[config.mk]
export PLATFORM = sky130hd
export DESIGN_NAME = fifo
export DESIGN_NICKNAME = d
export VERILOG_FILES = /design/src/rtl/fifo.sv
export SDC_FILE = /design/constraint.sdc
export NUM_CORES = 1
export LEC_CHECK = 0
export ABC_AREA = 1
export CORE_MARGIN = 10
export CORE_UTILIZATION = 53
export CTS_CLUSTER_SIZE = 28
export DETAILED_ROUTE_END_ITERATION = 8
export PLACE_DENSITY_LB_ADDON = 0.25
export SYNTH_ARGS = -nofsm -noshare
export SYNTH_HDL_FRONTEND = slang
export SYNTH_SLANG_ARGS = --single-unit
export TNS_END_PERCENT = 1
[constraint.sdc]
create_clock -name clk -period 2.3 [get_ports clk]
set_clock_uncertainty 0.15 [all_clocks]
set_input_delay 0.23 -clock clk [delete_from_list [all_inputs] [get_ports clk]]
set_output_delay 0.23 -clock clk [all_outputs]
set_load 0.005 [all_outputs]
[src/rtl/fifo.sv]
// Synchronous single-clock FIFO with occupancy count, almost-full/almost-empty
// thresholds and one-cycle overflow/underflow pulses. Read data is registered
// (one cycle after rd_en); there is no fall-through when empty.
module fifo #(
   parameter int WIDTH      = 16,
   parameter int DEPTH      = 8,
   parameter int AFULL_LVL  = DEPTH - 1,
   parameter int AEMPTY_LVL = 1
) (
   input  logic                       clk,
   input  logic                       rst_n,        // synchronous, active-high
   input  logic                       wr_en,
   input  logic [WIDTH-1:0]           wr_data,
   input  logic                       rd_en,
   output logic [WIDTH-1:0]           rd_data,
   output logic                       full,
   output logic                       empty,
   output logic [$clog2(DEPTH+1)-1:0] count,
   output logic                       almost_full,
   output logic                       almost_empty,
   output logic                       overflow,
   output logic                       underflow
);

   localparam int CW = $clog2(DEPTH + 1);
   localparam int PW = $clog2(DEPTH);

   localparam logic [CW-1:0] CNT_MAX = CW'(DEPTH);
   localparam logic [CW-1:0] AF_LVL  = CW'(AFULL_LVL);
   localparam logic [CW-1:0] AE_LVL  = CW'(AEMPTY_LVL);
   localparam logic [PW-1:0] PTR_MAX = PW'(DEPTH - 1);

   logic [WIDTH-1:0] mem [DEPTH];

   logic [PW-1:0]    wr_ptr_q, wr_ptr_d;
   logic [PW-1:0]    rd_ptr_q, rd_ptr_d;
   logic [CW-1:0]    count_q, count_d;
   logic [WIDTH-1:0] rd_data_q, rd_data_d;
   logic             ovf_q, ovf_d;
   logic             udf_q, udf_d;

   logic             wr_acc, rd_acc;

   // Status is derived from the registered count only
   assign full         = (count_q == CNT_MAX);
   assign empty        = (count_q == '0);
   assign almost_full  = (count_q >= AF_LVL);
   assign almost_empty = (count_q <= AE_LVL);
   assign count        = count_q;
   assign rd_data      = rd_data_q;
   assign overflow     = ovf_q;
   assign underflow    = udf_q;

   // A read frees a slot in the same cycle, so a full FIFO can still take a write
   assign rd_acc = rd_en && !empty;
   assign wr_acc = wr_en && (!full || rd_acc);

   // Next-state: pointer wrap at DEPTH-1 (DEPTH need not be a power of two)
   always_comb begin
      wr_ptr_d  = wr_ptr_q;
      rd_ptr_d  = rd_ptr_q;
      count_d   = count_q;
      rd_data_d = rd_data_q;
      ovf_d     = wr_en && !wr_acc;
      udf_d     = rd_en && !rd_acc;
      if (wr_acc)
         wr_ptr_d = (wr_ptr_q == PTR_MAX) ? '0 : wr_ptr_q + PW'(1);
      if (rd_acc) begin
         rd_ptr_d  = (rd_ptr_q == PTR_MAX) ? '0 : rd_ptr_q + PW'(1);
         rd_data_d = mem[rd_ptr_q];
      end
      case ({wr_acc, rd_acc})
         2'b10:   count_d = count_q + CW'(1);
         2'b01:   count_d = count_q - CW'(1);
         default: count_d = count_q;
      endcase
   end

   // Control and output registers; reset discards contents
   always_ff @(posedge clk) begin
      if (rst_n) begin
         wr_ptr_q  <= '0;
         rd_ptr_q  <= '0;
         count_q   <= '0;
         rd_data_q <= '0;
         ovf_q     <= 1'b0;
         udf_q     <= 1'b0;
      end else begin
         wr_ptr_q  <= wr_ptr_d;
         rd_ptr_q  <= rd_ptr_d;
         count_q   <= count_d;
         rd_data_q <= rd_data_d;
         ovf_q     <= ovf_d;
         udf_q     <= udf_d;
      end
   end

   // Storage array: written on accepted writes, never cleared
   always_ff @(posedge clk) begin
      if (!rst_n && wr_acc)
         mem[wr_ptr_q] <= wr_data;
   end

endmodule

==> run metrics, run 1 <==
outcome=complete, no violations; Max transition margin=57.1%; Multi-input gate area=between 0.0015 and 0.002 mm2; DR WL/cell=16.8 um; DRT Wirelength=15.5 mm; Worst-path clk slew=around 0.060 ns; syn nets=702; hold_buf cts=0; Least-Margin Pin Slew=around 0.64 ns; Worst EP required=1.92 ns; Slowest-stage cell, CP=clkdlybuf4s50_1; Core Rows=41; RSZ-0062 raised after global routing=no; setup violators final=0; vias in the first global route=4743; placed cell count=890; Fmax=477 MHz; Startpoint Class=register; Mapped Area=roughly 0.0068 mm2; largest net degree at the start of global routing=66; layout net count=around 760; non-filler cells, final=922; Buf/Inv on CP=2; layout cell share with drive strength beyond 1=13.1%; clock sinks=156; Horiz. Die Dim=133 um; total power=a little over 8 mW; Post-synth top flop=edfxtp_1; setup_tns=0 ns; Worst Setup End Kind=primary output; Final Util=64.9%; Synth Register Bits=156; routed vias/inst=5.18; Fillers=950; routed vias=between 4000 and 5000; FFs w/ async S/R, synth=0%; post-route ant nets=0; cts bufs inserted=17; crit path time final=2.10 ns; worst IR drop on VDD=0.604 mV; post-synthesis sequential area ratio=64.9%; period utilization=91.1%; Root Buffer=clkbuf_16; GR Util All Layers=18.1%; Critical Path Most Common Cell=nand2_1; EDFF count, synth=128; Worst Path Max Fanout=5; Power Dens Cells=1010 mW/mm2; DRC violations left=0; critical path arrival=1.72 ns; Layout area overhead=20.1%; Crit path largest cell delay=roughly 0.50 ns; total of warnings raised by yosys=0; core box area=0.0126 mm2; Yosys cell types=29; grt total ovfl=0; Max clock buf depth=2; PortBufs=45; antenna violations before repair=0; die area=0.0177 mm2; Placer Congestion=0.867; Slew Viols, Final=0; cell family contributing the most delay on the critical path=buffers and inverters; first-pass GRT wire length=24.8 mm; leakage power=3.45 nW; starting density of the core=54.0%; CP Class=register to primary output; H-Tree Depth=4; CTS tree=yes; 1st-iter DRT viols=534; Avg Cell Area, Syn=approximately 10 um2; Ports=between 40 and 50; drt first pass iters=5; Reg area=approximately 0.0044 mm2; Max-Cap Viols=0; setup slack at placement=0.120 ns; Clk Latency, worst-skew pair=approximately 0.43 ns; Hold Path Class=input port to register; dpl hpwl=approximately 10 mm; antenna cell count=0; Die H=133 um; CP cell instances=buf_4, ha_1, nand2_1, nand2_1, clkdlybuf4s50_1; setup ws final=between 0.2 and 0.25 ns; Synth Instances=675; final hold viol count=0
[sequential cells by signal (all words and copies together), names as in the netlist]
signal / cells
count: 4
mem: 128
overflow: 1
rd_data: 16
rd_ptr_q: 3
underflow: 1
wr_ptr_q: 3
[cell usage after synthesis, types with 2 or more instances]
cell        n  area, um2
a211oi_2    2       25.0
a21oi_1    11       55.1
a21oi_2    10       87.6
buf_2      17       85.1
buf_4       2       15.0
clkbuf_1    8       30.0
clkinv_1    2       7.51
dfxtp_1    28        561
edfxtp_1  128       3840
ha_1        7       87.6
inv_1     109        409
inv_2       5       18.8
nand2_1   202        758
nand3_1    94        470
nand3_2    13        130
nand4_1     3       18.8
nor2_1     19       71.3
nor3_1      2       10.0
o21ai_0     3       15.0
[cell type report]
class	count	share of cell area (%)
inverter	117	5.45
tap	172	2.64
clock buffer	17	5.22
timing repair buffer	72	8.23
clock inverter	15	2.42
multi-input combinational	373	22.0
sequential	156	54.1
[metrics by stage]
stage | hold slack [ns] | cell area [um2]
floorplan | 0.153 | 6790
global placement | 0.304 | 7520
CTS | 0.244 | 8150
detailed placement | 0.306 | 7520
finish | 0.256 | 8150
global route | 0.290 | 8150
[tightest hold or removal path, cell delays in order]
cell and delay, ns:
clkdlybuf4s50_1 0.42, inv_1 0.08, nor3_1 0.05
[cells in the final DEF (no fill, tap or decap)]
cell type	count
xor2_1	1
inv_2	7
clkinv_2	1
ha_1	6
bufinv_16	4
dfxtp_1	26
a21oi_1	11
nor3_1	2
nor2_1	19
nor2_2	1
a21oi_2	10
nand3_1	94
inv_1	107
inv_6	1
dfxtp_2	2
or2_2	1
clkinv_1	4
nand2_1	202
nand2_2	1
clkbuf_16	17
nand4_1	3
clkdlybuf4s50_1	43
ha_2	1
edfxtp_1	128
nand3_4	1
buf_4	26
o21ai_0	3
a211oi_2	2
dlymetal6s2s_1	2
clkinv_4	4
nand2_4	1
buf_12	1
o21ai_1	1
clkinvlp_4	4
nand3_2	13
[power by group]
| group | total (mW) | internal [mW] | switching [mW] | leakage, nW |
|---|---|---|---|---|
| registers | 3.33 | 3.23 | 0.0988 | 1.39 |
| logic | 1.97 | 0.754 | 1.21 | 1.77 |
| clock network | 2.91 | 1.81 | 1.10 | 0.291 |
[routing by layer]
layer  up-vias  global-route usage (%)  part of all wire, %
li1       2308                       -                    -
met1      2223                    23.7                   44
met2       210                    28.3                   46
met3        31                    4.96                  9.1
met4         0                    6.65                  1.8
met5         -                       0                    0
[path summary, 6_finish.rpt]
check,from,endpoint,slack [ns],depth (start not counted)
setup / recovery,count[0],almost_full,0.20,5
hold / removal,rd_en,underflow,0.26,3
setup reg to reg,count[1],mem[7][0],0.22,10
hold reg to reg,rd_data[9],rd_data[9],0.31,2
[logic make-up after synthesis]
| kind of cell | after synthesis | share of synthesized area (%) |
|---|---|---|
| DFF | 156 | 64.9 |
| adders and majority gates | 7 | 1.29 |
| xor gates and xnor gates | 1 | 0.129 |
| AOI/OAI and AO/OA | 27 | 2.76 |
| buffers and inverters | 146 | 8.74 |
| and+or+nand+nor | 338 | 22.2 |
[what timing repair did]
item | CTS | global route
hold endpoints to repair | 0 | 0
setup buffers | 0 | 0
endpoints found under the setup margin | 2 | 2
resized for setup | 3 | 3
Note: power is estimated with default switching activity, not from simulation.
==> run 2, diff against run 1 <==
--- a/config.mk
+++ b/config.mk
@@ -6,11 +6,12 @@
 export NUM_CORES = 1
 export LEC_CHECK = 0
 export ABC_AREA = 1
-export CORE_MARGIN = 10
+export CORE_ASPECT_RATIO = 0.75
+export CORE_MARGIN = 2
 export CORE_UTILIZATION = 53
 export CTS_CLUSTER_SIZE = 28
 export DETAILED_ROUTE_END_ITERATION = 8
-export PLACE_DENSITY_LB_ADDON = 0.25
+export PLACE_DENSITY = 0.76
 export SYNTH_ARGS = -nofsm -noshare
 export SYNTH_HDL_FRONTEND = slang
 export SYNTH_SLANG_ARGS = --single-unit
==> run metrics, run 2 (synthesized netlist as in run 1, its figures left out) <==
outcome=complete, no violations; post-route ant nets=0 (unchanged); Max clock buf depth=2 (unchanged); grt total ovfl=0 (unchanged); cell family contributing the most delay on the critical path=buffers and inverters; Slew Viols, Final=0 (unchanged); drt first pass iters=6 (+1); clock sinks=156 (unchanged); Hold Slack=0.277 ns (+0.0206 ns); Worst-path clk slew=0.06 ns (about the same); period utilization=95.4% (+4.3 points); Cell Area, Placed=0.00750 mm2 (-0.27%); H-Tree Depth=4 (unchanged); Least-Margin Pin Slew=0.517 ns (-0.127 ns); Buf/Inv on CP=2 (unchanged); Worst Setup End Kind=primary output; finished layout cell area=0.00809 mm2 (-0.77%); Power Dens Cells=980 mW/mm2 (-2.6%); crit path launch=count[0]; most common cell after layout, fill and taps aside=nand2_1; Crit path largest cell delay=0.49 ns (about the same); layout net count=759 (-0.65%); Fillers=936 (-1.5%); Fmax=456 MHz (-4.5%); non-filler cells, final=911 (-1.2%); dpl hpwl=10.7 mm (+3.7%); Layout area overhead=19.2%; largest net degree at the start of global routing=67 (+1.5%); CP cell instances=inv_1, ha_2, nand3_4, nand2_1, clkdlybuf4s50_1; hold_buf cts=0 (unchanged); 1st-iter DRT viols=607 (+14%); most frequent cells in the layout=nand2_1 (200), edfxtp_1 (128), inv_1 (109); setup violators final=0 (unchanged); Post-CTS Repair Setup Buffers=0 (unchanged); Max-Cap Viols=0 (unchanged); Placer Congestion=0.885 (+2.1%); PostCTS Resize Cnt=0 (-3); Most flops, register=mem; Ports=46 (unchanged); die area=0.0137 mm2 (-23%); GR Util All Layers=23.7% (+5.6 points); vias in the first global route=4438 (-6.4%); worst r2r src=count[0]; first-pass GRT wire length=24.0 mm (-3.2%); max FFs per register=128 (unchanged); crit path time final=2.19 ns (+0.0978 ns); core box area=0.0124 mm2 (-1.4%); Slowest-stage cell, CP=clkdlybuf4s50_1; routed vias/inst=5.26 (+1.6%); Core Rows=35 (-15%); Hold Path Class=input port to register; Worst Path Max Fanout=6 (+1); DR WL/cell=16.8 um (about the same); CTS tree=yes; Startpoint Class=register; DRT Wirelength=15.3 mm (-1.3%); Clk Latency, worst-skew pair=0.41 ns (-0.02 ns); RSZ-0062 raised after global routing=no; antenna cell count=0 (unchanged); Root Buffer=clkbuf_16; Horiz. Die Dim=135 um (+1.1%); starting density of the core=54.8% (+0.76 points); Max transition margin=65.3% (+8.2 points); CP Class=register to primary output; placed cell count=879 (-1.2%); antenna violations before repair=0 (unchanged); leakage power=3.39 nW (-1.7%); layout cell share with drive strength beyond 1=13.0% (-0.047 points); PortBufs=45 (unchanged); critical path arrival=1.81 ns (+0.09 ns); worst IR drop on VDD=0.683 mV (+13%); Worst EP required=1.92 ns (about the same); DRC violations left=0 (unchanged); hold_sp=rd_en; cts bufs inserted=17 (unchanged); final hold viol count=0 (unchanged); routed vias=4791 (+0.40%); Die H=102 um (-23%)
## run 2: cell types whose count changed in the layout (fill, tap and decap cells not counted), sizes merged
cell / before / now
buf: 27 / 22
inv: 115 / 120
bufinv: 4 / 1
clkdlybuf4s50: 43 / 45
clkinv: 9 / 7
dlymetal6s2s: 2 / 0
## run 2: cell type report
type,count,area [um2],share of cell area [%]
multi-input cells,373,1810,22.4
clock inverters,15,138,1.70
clock buffers,17,425,5.26
flip-flops and latches,156,4410,54.5
well taps,166,208,2.57
inverters,117,444,5.49
repair buffers,67,657,8.12
## run 2: routing by layer
metal  up-vias  GRT usage [%]  routed length [um]
li1       2301              -                   -
met1      2214           34.8                6900
met2       264           34.5                6660
met3        12           7.14                1620
met4         0           6.56                 115
met5         -              0                   0
## run 2: through the flow
stage / TNS (ns) / setup WS, ns / power [mW] / util (%)
global route: 0 / 0.0132 / 8.32 / 65.3
detailed placement: 0 / 0.0504 / 5.31 / 60.5
finish: 0 / 0.106 / 7.93 / 65.3
CTS: 0 / 0.0419 / 7.94 / 65.1
global placement: 0 / 0.146 / 5.26 / 60.5
floorplan: -29.37 / -0.230 / 4.62 / -
## run 2: worst paths after layout
| path | endpoint | depth (start not counted) | slack [ns] |
|---|---|---|---|
| min | underflow | 3 | 0.28 |
| min reg2reg | rd_data[9] | 2 | 0.32 |
| max | almost_empty | 5 | 0.11 |
| max reg2reg | mem[3][15] | 10 | 0.19 |
## run 2: report_power, final
group          total (mW)  switching (mW)  internal [mW]  leakage, nW
sequential           3.35           0.123           3.23         1.39
combinational        1.93            1.16          0.769         1.73
clock                2.65            1.14           1.50        0.266
total                7.93            2.43           5.50         3.39
## run 2: tightest hold or removal path, delay by kind of cell
family	cells	cell delay, ns
buffers and inverters	2	0.51
and+or+nand+nor	1	0.05
